**src/rtl/mem_arb_pkg.sv**
```systemverilog
// Shared constants for the record-RAM arbiter: requester indices, default widths
// and the arbiter state encoding.
package mem_arb_pkg;

  localparam int N_REQ_DEF    = 3;
  localparam int ADDR_W_DEF   = 10;
  localparam int DATA_W_DEF   = 8;
  localparam int LOCK_MAX_DEF = 64;

  localparam int REQ_SCS  = 0;
  localparam int REQ_SET  = 1;
  localparam int REQ_SEND = 2;

  typedef enum logic {
    ST_IDLE = 1'b0,
    ST_OWN  = 1'b1
  } arb_state_e;

endpackage

```
**src/rtl/mem_arb_rr_pick.sv**
```systemverilog
// Combinational round-robin picker: first set request at or after ptr_i,
// wrapping modulo N_REQ.
module rr_pick #(
  parameter int N_REQ = 3,
  parameter int IDX_W = 2
) (
  input  logic [N_REQ-1:0] req_i,
  input  logic [IDX_W-1:0] ptr_i,
  output logic [N_REQ-1:0] win_oh_o,
  output logic [IDX_W-1:0] win_idx_o,
  output logic             any_o
);

  int j;

  always_comb begin
    win_oh_o  = '0;
    win_idx_o = '0;
    any_o     = 1'b0;
    j         = 0;
    for (int k = 0; k < N_REQ; k++) begin
      j = (int'(ptr_i) + k) % N_REQ;
      if (!any_o && req_i[j]) begin
        any_o       = 1'b1;
        win_oh_o[j] = 1'b1;
        win_idx_o   = IDX_W'(j);
      end
    end
  end

endmodule

```
**src/rtl/mem_arb.sv**
```systemverilog
// Round-robin arbiter in front of the single-port record RAM, with locked bursts
// and read-data steering. Optional lock watchdog: define MEM_ARB_WATCHDOG_EN.
module mem_arb
  import mem_arb_pkg::*;
#(
  parameter int N_REQ    = N_REQ_DEF,
  parameter int ADDR_W   = ADDR_W_DEF,
  parameter int DATA_W   = DATA_W_DEF,
  parameter int LOCK_MAX = LOCK_MAX_DEF
) (
  input  logic                    i_clk,
  input  logic                    i_rst_n,
  input  logic [N_REQ-1:0]        i_req,
  input  logic [N_REQ-1:0]        i_lock,
  input  logic [N_REQ-1:0]        i_we,
  input  logic [N_REQ*ADDR_W-1:0] i_addr,
  input  logic [N_REQ*DATA_W-1:0] i_wdata,
  output logic [N_REQ-1:0]        o_gnt,
  output logic [N_REQ-1:0]        o_rvalid,
  output logic [DATA_W-1:0]       o_rdata,
  output logic                    o_mem_en,
  output logic                    o_mem_we,
  output logic [ADDR_W-1:0]       o_mem_addr,
  output logic [DATA_W-1:0]       o_mem_wdata,
  input  logic [DATA_W-1:0]       i_mem_rdata,
  output logic                    o_lock_timeout
);

  localparam int IDX_W = (N_REQ > 1) ? $clog2(N_REQ) : 1;

  logic [N_REQ-1:0][ADDR_W-1:0] addr_v;
  logic [N_REQ-1:0][DATA_W-1:0] wdata_v;

  arb_state_e       state_q;
  logic [IDX_W-1:0] owner_q, ptr_q;
  logic [N_REQ-1:0] gnt_q, rvalid_q;

  logic [IDX_W-1:0] owner_inc, pick_ptr, pick_idx;
  logic [N_REQ-1:0] pick_oh;
  logic             pick_any, keep_lock, hold, wd_expire;

  assign addr_v  = i_addr;
  assign wdata_v = i_wdata;

  assign owner_inc = (owner_q == IDX_W'(N_REQ - 1)) ? '0 : owner_q + IDX_W'(1);

  // Releasing an owner re-arbitrates in the same edge from owner+1, so the
  // pointer fed to the picker is the post-release value, not the stale one.
  assign pick_ptr  = (state_q == ST_OWN) ? owner_inc : ptr_q;
  assign keep_lock = (state_q == ST_OWN) && i_lock[owner_q] && i_req[owner_q];
  assign hold      = keep_lock && !wd_expire;

  rr_pick #(
    .N_REQ (N_REQ),
    .IDX_W (IDX_W)
  ) u_pick (
    .req_i     (i_req),
    .ptr_i     (pick_ptr),
    .win_oh_o  (pick_oh),
    .win_idx_o (pick_idx),
    .any_o     (pick_any)
  );

  always_ff @(posedge i_clk or negedge i_rst_n) begin
    if (!i_rst_n) begin
      state_q  <= ST_IDLE;
      owner_q  <= '0;
      ptr_q    <= '0;
      gnt_q    <= '0;
      rvalid_q <= '0;
    end else begin
      rvalid_q <= (o_mem_en && !o_mem_we) ? gnt_q : '0;
      if (!hold) begin
        if (state_q == ST_OWN) ptr_q <= owner_inc;
        if (pick_any) begin
          state_q <= ST_OWN;
          owner_q <= pick_idx;
          gnt_q   <= pick_oh;
        end else begin
          state_q <= ST_IDLE;
          gnt_q   <= '0;
        end
      end
    end
  end

`ifdef MEM_ARB_WATCHDOG_EN
  localparam int CNT_W = $clog2(LOCK_MAX + 1);

  logic [CNT_W-1:0] lock_cnt_q;
  logic             timeout_q;

  // The counter holds the number of back-to-back grants already given to the owner.
  assign wd_expire = keep_lock && (lock_cnt_q >= CNT_W'(LOCK_MAX));

  always_ff @(posedge i_clk or negedge i_rst_n) begin
    if (!i_rst_n) begin
      lock_cnt_q <= '0;
      timeout_q  <= 1'b0;
    end else begin
      if (hold)          lock_cnt_q <= lock_cnt_q + CNT_W'(1);
      else if (pick_any) lock_cnt_q <= CNT_W'(1);
      else               lock_cnt_q <= '0;
      if (wd_expire) timeout_q <= 1'b1;
    end
  end

  assign o_lock_timeout = timeout_q;
`else
  assign wd_expire      = 1'b0;
  assign o_lock_timeout = 1'b0;
`endif

  assign o_gnt       = gnt_q;
  assign o_rvalid    = rvalid_q;
  assign o_rdata     = i_mem_rdata;
  assign o_mem_en    = |gnt_q;
  assign o_mem_we    = o_mem_en & i_we[owner_q];
  assign o_mem_addr  = o_mem_en ? addr_v[owner_q]  : '0;
  assign o_mem_wdata = o_mem_en ? wdata_v[owner_q] : '0;

  a_gnt_onehot: assert property (@(posedge i_clk) disable iff (!i_rst_n) $onehot0(gnt_q));
  a_rv_onehot:  assert property (@(posedge i_clk) disable iff (!i_rst_n) $onehot0(rvalid_q));

endmodule

```
**config.mk**
```make
export PLATFORM = sky130hd
export DESIGN_NAME = mem_arb
export DESIGN_NICKNAME = d
export VERILOG_FILES = /design/src/rtl/mem_arb_pkg.sv /design/src/rtl/mem_arb_rr_pick.sv /design/src/rtl/mem_arb.sv
export SDC_FILE = /design/constraint.sdc
export NUM_CORES = 1
export LEC_CHECK = 0
export ABC_AREA = 1
export CORE_MARGIN = 1
export CORE_UTILIZATION = 34
export DETAILED_ROUTE_END_ITERATION = 8
export PLACE_DENSITY_LB_ADDON = 0.05
export SETUP_SLACK_MARGIN = 0.2
export SLEW_MARGIN = 20
export SYNTH_ARGS = -nofsm -noshare
export SYNTH_HDL_FRONTEND = slang
export SYNTH_SLANG_ARGS = --single-unit
```
**constraint.sdc**
```tcl
create_clock -name i_clk -period 2.2 [get_ports i_clk]
set_input_delay 0.44 -clock i_clk [delete_from_list [all_inputs] [get_ports i_clk]]
set_output_delay 0.44 -clock i_clk [all_outputs]
set_load 0.02 [all_outputs]
```
==> flow_summary.json <==
{
  "area_delta_synth_final_pct": 93.57,
  "netlist_area_um2": 1439,
  "yosys_warnings": 0,
  "async_flop_share_pct": 100.0,
  "leakagePower_nw": 1.492,
  "cp_max_fo": 4,
  "setup_violations": 0,
  "final_cell_mix": "nand2_1 (112), clkdlybuf4s50_1 (70), buf_4 (32)",
  "cts_root_buf": "clkbuf_8",
  "synth_flop_cell": "dfrtp_1",
  "status": "completed",
  "pre_cts_ws_ps": -151.6,
  "synth_edf_count": 0,
  "total_power_mw": 4.333,
  "cp_num_buf_inv": 4,
  "overflow": 0,
  "avgSynthCellArea_um2": 5.450,
  "vias_per_cell": 4.542,
  "crit_end": "o_mem_we",
  "clock_latency_ps": 230,
  "rsz0062_at_grt": "yes",
  "drcViolationCount": 0,
  "track_usage_pct": 21.93,
  "netlist_instances": 264,
  "hold_class": "reg2reg",
  "drt_pre_antenna_iters": 4,
  "ff2ff_setup_slack_ps": 230,
  "routed-via-count": 1935,
  "max_freq_mhz": 495.9,
  "crit_family": "flip-flops",
  "die_w_um": 67.06,
  "final_common_cell": "nand2_1",
  "die-area_um2": 4496,
  "fin_crit_sh_pct": 91.66,
  "io_buffer_count": 90,
  "cp.required_ps": 1760,
  "core_area_um2": 4029,
  "die_h_um": 67.06,
  "ys_types": 27,
  "rows": 23,
  "crit_path_top_delay_cell": "dfrtp_2",
  "htree_levels": 1,
  "diodes": 0,
  "drt_iter0_markers": 119,
  "cts.path.max_buffers": 2,
  "cts_sinks": 11,
  "cts.clk_slew.worst_paths_ps": 50,
  "post_drt_wl_per_cell_um": 12.23,
  "io-pin-count": 108,
  "fin_skew_ps": 3.450,
  "final_util_pct": 69.13,
  "gp_congestion": 0.8313,
  "final_cells": 426,
  "seq_area_frac_synth_pct": 19.13,
  "powerDensity_nw_per_um2": 1556,
  "dp_hpwl_um": 3841,
  "ant_nets": 0,
  "cts_buffers": 3,
  "grt_pass1_vias": 1676,
  "wirelength_um": 5208,
  "max_cap_viol_count": 0,
  "start_util_pct": 35.71,
  "path_cells": "inv_2 > buf_6 > nor2_8 > a22o_1 > a21oi_2 > nand2b_4 > inv_2 > buf_6",
  "cp.depth": 8,
  "syn_nets": 341,
  "dp.cells": 411,
  "worstSetupPathType": "reg2out",
  "dpl-instance-area_um2": 2492,
  "period_needed_ps": 2016,
  "setup_ws_ps": 183.6,
  "slew_violations": 0,
  "crit_path_start": "owner_q[0]",
  "final_nets": 454,
  "slowest_delay_ps": 440,
  "antenna_found_initial": 0,
  "cp-end-kind": "output pin",
  "rr_endpoint": "o_gnt[2]",
  "peakVddDrop_uv": 1084,
  "cts_tree": "built",
  "r2r-start": "state_q",
  "num-fill-cells": 361,
  "layout-drive-gt1-share_pct": 29.26,
  "cp.arrival_ps": 1580,
  "fin_area_um2": 2785,
  "hold_violations": 0,
  "synth_seq_cells": 11,
  "grt_pass1_wl_um": 7610,
  "grt_max_degree": 22,
  "worst_setup_path_start_kind": "flop",
  "r2r_cells": 15
}
synthesized netlist by cell type (2+ instances only):
cell type  number  area, um2
nand2_1       126      473.0
ha_1            4      50.05
nand3_1        29      145.1
inv_1          33      123.9
inv_2           9      33.78
nor2_2          2      12.51
o21ai_1         4      20.02
nand2_2         3      18.77
buf_6           2      22.52
buf_4          10      75.07
a21oi_1         2      10.01
o21ai_0         5      25.02
nand3_2         2      20.02
nor2_1          6      22.52
buf_2           5      25.02
dfrtp_1        11      275.3
what timing repair did:
action,in CTS,in global routing
resized for setup,88,54
setup endpoints to repair,26,21
setup buffers,4,7
pin swaps,3,23
hold buffers,0,0
area by class of cell:
class	instances	area (um2)	share of cell area [%]
multi-input combinational	192	1046	37.56
tap	50	62.56	2.246
inverter	43	166.4	5.975
timing repair buffer	126	1187	42.63
clock buffer	4	45.04	1.617
sequential	11	277.8	9.973
where the power goes:
part | internal, mW | switching, mW
Clock | 0.127 | 0.0737
Sequential | 0.296 | 0.0651
Combinational | 1.70 | 2.07
Total | 2.12 | 2.21
state kept, by name, indices dropped and copies added (netlist names):
register  flops
o_rvalid      3
ptr_q         2
state_q       1
owner_q       2
o_gnt         3
through the flow:
step / hold WS (ps) / setup TNS (ps)
2_1_floorplan: 144.4 / 0
3_3_place_gp: 480.5 / -596.8
3_5_place_dp: 497.2 / -721.2
4_1_cts: 517.1 / 0
5_1_grt: 550.2 / 0
6_report: 508.5 / 0
how the worst min path moves through the flow:
stage                   from  endpoint  slack, ps  depth (start not counted)
floorplan            i_rst_n  o_gnt[0]        140                          0
global placement    ptr_q[1]  ptr_q[1]        480                          2
detailed placement  ptr_q[1]  ptr_q[1]        500                          2
CTS                 o_gnt[1]  o_gnt[1]        520                          2
global route        o_gnt[0]  o_gnt[0]        550                          2
finish              o_gnt[0]  o_gnt[0]        510                          2
metal layers:
| layer | vias up | GRT usage [%] | share of wire, % |
|---|---|---|---|
| met2 | 61 | 37.25 | 46 |
| met4 | 0 | 2.394 | 0.31 |
| met5 | - | 0 | 0 |
| li1 | 1007 | - | - |
| met1 | 865 | 28.05 | 43 |
| met3 | 2 | 5.993 | 11 |
worst min-delay path: stages (launching register included):
cell	delay, ps
dfrtp_1	370
nand2_1	60
nand2_1	50
cell families after synthesis:
family          synth area share (%)
buf+inv                        20.00
other cells                   0.2606
fa+ha+maj                      3.478
simple gates                   51.04
compound gates                 6.087
flops                          19.13
Note: power is estimated with default switching activity, not from simulation.
